$ cat src/rtl/fetch_pkg.sv
// +--------------------------------------------------------------------+
// | fetch_pkg : shared constants and state encoding for fetch_ctrl     |
// | Rev 1.0                                                            |
// +--------------------------------------------------------------------+
`default_nettype none

package fetch_pkg;

  localparam logic [31:0] NOP_INSTR            = 32'h0000_0013;
  localparam logic [31:0] DEFAULT_RESET_VECTOR = 32'h0000_0000;
  localparam int unsigned PC_INC               = 4;

  typedef enum logic [1:0] {
    BOOT  = 2'd0,
    RUN   = 2'd1,
    FLUSH = 2'd2
  } fetch_state_t;

endpackage

`default_nettype wire

$ cat src/rtl/next_pc_sel.sv
// +--------------------------------------------------------------------+
// | next_pc_sel : next fetch address priority mux and alignment check  |
// | Optional macro: FETCH_MISALIGN_TRAP_EN.  Rev 1.0                   |
// +--------------------------------------------------------------------+
`default_nettype none

module next_pc_sel
  import fetch_pkg::*;
#(
  parameter int PC_W = 32
) (
  input  logic [PC_W-1:0] i_pc,
  input  logic            i_stall,
  input  logic            i_redirect,
  input  logic [PC_W-1:0] i_redirect_target,
  input  logic            i_trap_taken,
  input  logic [PC_W-1:0] i_trap_vector,
  output logic [PC_W-1:0] o_next_pc,
  output logic            o_redirect,
  output logic            o_misaligned,
  output logic [PC_W-1:0] o_bad_addr
);

  logic [PC_W-1:0] w_target;
  logic [PC_W-1:0] w_aligned;
  logic [PC_W-1:0] w_seq;

  assign w_target   = i_trap_taken ? i_trap_vector : i_redirect_target;
  assign w_seq      = i_pc + PC_W'(PC_INC);
  assign o_redirect = i_trap_taken | i_redirect;
  assign o_bad_addr = w_target;

`ifdef FETCH_MISALIGN_TRAP_EN
  assign o_misaligned = o_redirect & (w_target[1:0] != 2'b00);
  assign w_aligned    = w_target;
`else
  assign o_misaligned = 1'b0;
  assign w_aligned    = {w_target[PC_W-1:2], 2'b00};
`endif

  // A misaligned target is never loaded; the PC stays put while the trap is raised.
  always_comb begin
    o_next_pc = w_seq;
    if (o_redirect) begin
      o_next_pc = o_misaligned ? i_pc : w_aligned;
    end else if (i_stall) begin
      o_next_pc = i_pc;
    end
  end

endmodule

`default_nettype wire

$ cat src/rtl/fetch_ctrl.sv
// +--------------------------------------------------------------------+
// | fetch_ctrl : program counter, memory flush and fetch tagging       |
// | Optional macro: FETCH_MISALIGN_TRAP_EN.  Rev 1.0                   |
// +--------------------------------------------------------------------+
`default_nettype none

module fetch_ctrl
  import fetch_pkg::*;
#(
  parameter int              PC_W         = 32,
  parameter logic [PC_W-1:0] RESET_VECTOR = PC_W'(DEFAULT_RESET_VECTOR)
) (
  input  logic            Clock,
  input  logic            Reset,
  input  logic            Stall,
  input  logic            Redirect,
  input  logic [PC_W-1:0] RedirectTarget,
  input  logic            TrapTaken,
  input  logic [PC_W-1:0] TrapVector,
  output logic [PC_W-1:0] PC,
  output logic            flush,
  output logic [PC_W-1:0] PC_F,
  output logic            InstrValid,
  output logic            FetchMisaligned,
  output logic [PC_W-1:0] BadAddr
);

  fetch_state_t    r_state;
  logic [PC_W-1:0] r_pc;
  logic [PC_W-1:0] r_pc_f;
  logic            r_instr_valid;
  logic            r_misaligned;
  logic [PC_W-1:0] r_bad_addr;

  logic [PC_W-1:0] w_next_pc;
  logic            w_redirect;
  logic            w_misaligned;
  logic [PC_W-1:0] w_bad_addr;

  next_pc_sel #(
    .PC_W (PC_W)
  ) u_next_pc_sel (
    .i_pc              (r_pc),
    .i_stall           (Stall),
    .i_redirect        (Redirect),
    .i_redirect_target (RedirectTarget),
    .i_trap_taken      (TrapTaken),
    .i_trap_vector     (TrapVector),
    .o_next_pc         (w_next_pc),
    .o_redirect        (w_redirect),
    .o_misaligned      (w_misaligned),
    .o_bad_addr        (w_bad_addr)
  );

  // Misaligned targets only exist alongside a redirect, so they are covered here.
  assign flush = Reset | w_redirect;

  always_ff @(posedge Clock) begin
    if (Reset) begin
      r_state       <= BOOT;
      r_pc          <= RESET_VECTOR;
      r_pc_f        <= RESET_VECTOR;
      r_instr_valid <= 1'b0;
      r_misaligned  <= 1'b0;
      r_bad_addr    <= '0;
    end else begin
      r_misaligned <= 1'b0;
      if (w_redirect) begin
        // Memory output next cycle is the forced NOP, so mark it invalid.
        r_state       <= FLUSH;
        r_pc          <= w_next_pc;
        r_pc_f        <= r_pc;
        r_instr_valid <= 1'b0;
        if (w_misaligned) begin
          r_misaligned <= 1'b1;
          r_bad_addr   <= w_bad_addr;
        end
      end else begin
        case (r_state)
          BOOT, RUN, FLUSH: begin
            if (!Stall) begin
              r_state       <= RUN;
              r_pc          <= w_next_pc;
              r_pc_f        <= r_pc;
              r_instr_valid <= 1'b1;
            end
          end
          default: r_state <= BOOT;
        endcase
      end
    end
  end

  assign PC              = r_pc;
  assign PC_F            = r_pc_f;
  assign InstrValid      = r_instr_valid;
  assign FetchMisaligned = r_misaligned;
  assign BadAddr         = r_bad_addr;

endmodule

`default_nettype wire

$ cat config.mk
export PLATFORM = sky130hd
export DESIGN_NAME = fetch_ctrl
export DESIGN_NICKNAME = d
export VERILOG_FILES = /design/src/rtl/fetch_pkg.sv /design/src/rtl/next_pc_sel.sv /design/src/rtl/fetch_ctrl.sv
export SDC_FILE = /design/constraint.sdc
export NUM_CORES = 1
export LEC_CHECK = 0
export CAP_MARGIN = 25
export CELL_PAD_IN_SITES_DETAIL_PLACEMENT = 0
export CELL_PAD_IN_SITES_GLOBAL_PLACEMENT = 1
export CORE_MARGIN = 2
export CORE_UTILIZATION = 31
export CTS_CLUSTER_SIZE = 30
export DETAILED_ROUTE_END_ITERATION = 10
export GPL_ROUTABILITY_DRIVEN = 0
export PLACE_DENSITY = 0.95
export SLEW_MARGIN = 15
export SYNTH_ARGS = -nofsm -noshare
export SYNTH_HDL_FRONTEND = slang
export SYNTH_SLANG_ARGS = --single-unit
export TNS_END_PERCENT = 20
$ cat constraint.sdc
create_clock -name Clock -period 5.6 [get_ports Clock]
set_clock_uncertainty 0.15 [all_clocks]
set_input_delay 0.56 -clock Clock [delete_from_list [all_inputs] [get_ports Clock]]
set_output_delay 0.56 -clock Clock [all_outputs]
set_load 0.02 [all_outputs]
==> reports/qor.txt <==
status: complete, no violations
Net Sw Frac: 0.293
syn avg cell area: 7.49 um^2
# Post-CTS Setup Buffers: 0
share of layout cells above drive strength 1: 0.0558
combinational share of power: 0.215
Post-Syn Instances: 497
hpwl dp: 8810 um
Iteration-0 DRC Markers: 333
synthesis-stage register bit count: 63
input/output buffers: 126
Max IR drop VDD: 0.0000990 V
final wirelength: 12800 um
critical setup path kind: in -> out
core box area: 11900 um^2
Critical Path, Cell by Cell: buf_2, buf_4, inv_1, nand2_1, clkdlybuf4s50_1
Fin. Hold Viols: 0
GRT overflow: 0
Final setup viols: 0
Nets: 677
Async SR Flop Fraction: 0
final critical-path required period: 3.26 ns
Die Wd: 114 um
Reg clk slew, reported paths: 0.05 ns
worst-margin pin slew: 1.02 ns
most common cell after layout, fill and taps aside: clkdlybuf4s50_1
TritonCTS Sinks: 63
Leakage: 1.88 nW
gr usage total: 0.195
Int Power: 0.903 mW
r2r setup slk: 3.17 ns
delay-heaviest family, CP: buffers and inverters
Die Area: 12900 um^2
Simple-Gate Fraction of Synth Area: 0.267
WP data required: 4.89 ns
Wirelength per Cell: 16.9 um
register share of total power: 0.396
starting density of the core: 0.314
CTS resizes: 0
Worst path slowest cell: clkdlybuf4s50_1
DP Cell Count: 742
vias: 4037
clock buffer count from CTS: 9
Arrival @ worst endpoint: 2.55 ns
max_cap viols: 0
Main synth FF type: dfxtp_1
number of synthesized flops with an enable pin: 0
reg2reg path depth: 6
hold_buf cts: 0
Max Clock Freq: 307 MHz
crit path capture type: output pin
Rows: 40
boundary pin count: 168
Final Cycle Share: 0.582
Worst Hold Class: reg -> reg
Pwr Density: 244 nW/um^2
complex-gate fraction of the synthesized area: 0.244
register area share after synthesis: 0.339
cell count of the worst hold path: 2
largest net degree at the start of global routing: 57
Remaining DRCs: 0
Slew Limit Fails: 0
Critical R2R Capture: PC[10]
vias in the first global route: 3977
Worst R2R Start: PC[2]
YS warnings: 0
deepest clock path buffer count: 2
vias per inst: 5.34
RSZ-0062 raised after global routing: no
synthesized area: 3720 um^2
post-synthesis adder-cell area fraction: 0.00336
Switching Power: 0.374 mW
CTS tree: done
main combinational cell family by area after synthesis: simple AND/OR/NAND/NOR gates
Critical Path Fanout Max: 56
mux share of post-synthesis cell area: 0.0165
die span in y: 114 um
Hold EP: PC_F[14]
ANT cells: 0
Buffers & Inverters on Critical Path: 4
XOR/XNOR Fraction of Synth Area: 0.00705
initial antenna violation count: 0
hold wc startpoint: PC_F[14]
number of routed nets with antenna violations: 0
Initial DRT Pass Iterations: 5
clock power share: 0.389
CP Launch Type: input port
Root Driver: clkbuf_16
Total Neg Setup Slack: 0 ns
non-filler cells, final: 756
worst skew pair latency: 0.33 ns
count of cell types in the netlist: 59
most frequent cells in the layout: clkdlybuf4s50_1 (124), nand2_1 (95), dfxtp_1 (63)
synthesis-to-layout area growth: 40.3%
htree depth: 3
Rel. slew slack: 0.323
first-pass GRT wire length: 19900 um
Worst path max stage delay: 0.68 ns
-- metrics by stage --
step	cell area [um^2]	worst slack, ns	total power [mW]	utilization	hold WS [ns]
after detailed placement	4950	2.39	0.786	0.417	0.297
final	5230	2.34	1.28	0.441	0.300
after CTS	5200	2.40	1.28	0.438	0.303
after global placement	4930	2.39	0.777	0.416	0.288
after floorplan	3860	3.47	0.677	-	0.327
after global routing	5230	2.26	1.33	0.441	0.326
-- cell type report --
class | instances | area (um^2)
Fill cell | 1199 | 6640
Tap cell | 147 | 184
Sequential cell | 63 | 1260
Clock buffer | 11 | 243
Inverter | 10 | 37.5
Multi-Input combinational cell | 389 | 2160
Timing Repair Buffer | 134 | 1340
Clock inverter | 2 | 10.0
-- cells by family (layout without fill, tap and decap cells) --
logic type | after synthesis | in the layout
AND/OR/NAND/NOR | 204 | 204
AO/OA/AOI/OAI | 138 | 138
buffers and inverters | 81 | 157
flip-flops | 63 | 63
multiplexers | 6 | 6
XOR/XNOR | 3 | 3
adder cells (fa/ha/maj) | 1 | 1
other | 1 | 37
-- registers in the layout, summed over array words and instances (netlist names) --
signal / flops
InstrValid: 1
PC: 30
r_state: 2
PC_F: 30
-- worst reg2reg max path, cell delays in order (launching register included) --
cell and delay (ns):
dfxtp_1 0.47, ha_1 0.26, nand3_2 0.17, nor2_1 0.64
nand3_1 0.15, a222oi_1 0.35, nor3_1 0.09
-- power groups by stage --
stage               logic (mW)  clock network [mW]  registers, mW
floorplan                0.143                   0          0.533
global placement         0.265                   0          0.513
detailed placement       0.271                   0          0.515
CTS                      0.272               0.504          0.505
global route             0.296               0.524          0.510
finish                   0.274               0.497          0.506
-- cells in the mapped netlist (all sizes together), types with 2 or more instances --
library cell / number / area (um^2)
nand3: 16 / 85.1
o31a: 5 / 43.8
dfxtp: 63 / 1260
or2: 2 / 12.5
a211oi: 11 / 82.6
o211ai: 2 / 15.0
o22ai: 2 / 12.5
and3: 8 / 50.1
nor4: 8 / 65.1
xnor2: 3 / 26.3
a222oi: 4 / 40.0
a2111oi: 3 / 33.8
clkbuf: 25 / 93.8
o41ai: 2 / 17.5
a221oi: 2 / 17.5
nor2: 29 / 109
o21a: 3 / 22.5
a311oi: 2 / 17.5
and2: 2 / 12.5
mux2i: 5 / 50.1
o21ai: 20 / 100
a22oi: 8 / 60.1
buf: 46 / 325
nand2: 96 / 360
inv: 10 / 37.5
a221o: 3 / 30.0
nand4: 5 / 46.3
a31o: 2 / 17.5
nor3: 13 / 75.1
and4: 5 / 45.0
nor2b: 15 / 93.8
o31ai: 8 / 60.1
a21oi: 53 / 265
or4: 2 / 15.0
-- layer usage --
layer | wire (um) | vias up | track usage
met3 | 986 | 18 | 0.0441
met2 | 6200 | 207 | 0.337
met1 | 5390 | 1893 | 0.235
li1 | - | 1919 | -
met4 | 223 | 0 | 0.0789
met5 | 0 | - | 0
-- how the worst max path moves through the flow --
stage | startpoint | end | slack [ns] | cells after the start
finish | Reset | flush | 2.34 | 5
global route | Reset | flush | 2.26 | 5
CTS | Reset | flush | 2.40 | 5
detailed placement | Reset | flush | 2.39 | 5
global placement | Reset | flush | 2.39 | 5
floorplan | PC[2] | PC[28] | 3.47 | 7
Power figures use the tool's default switching activity.
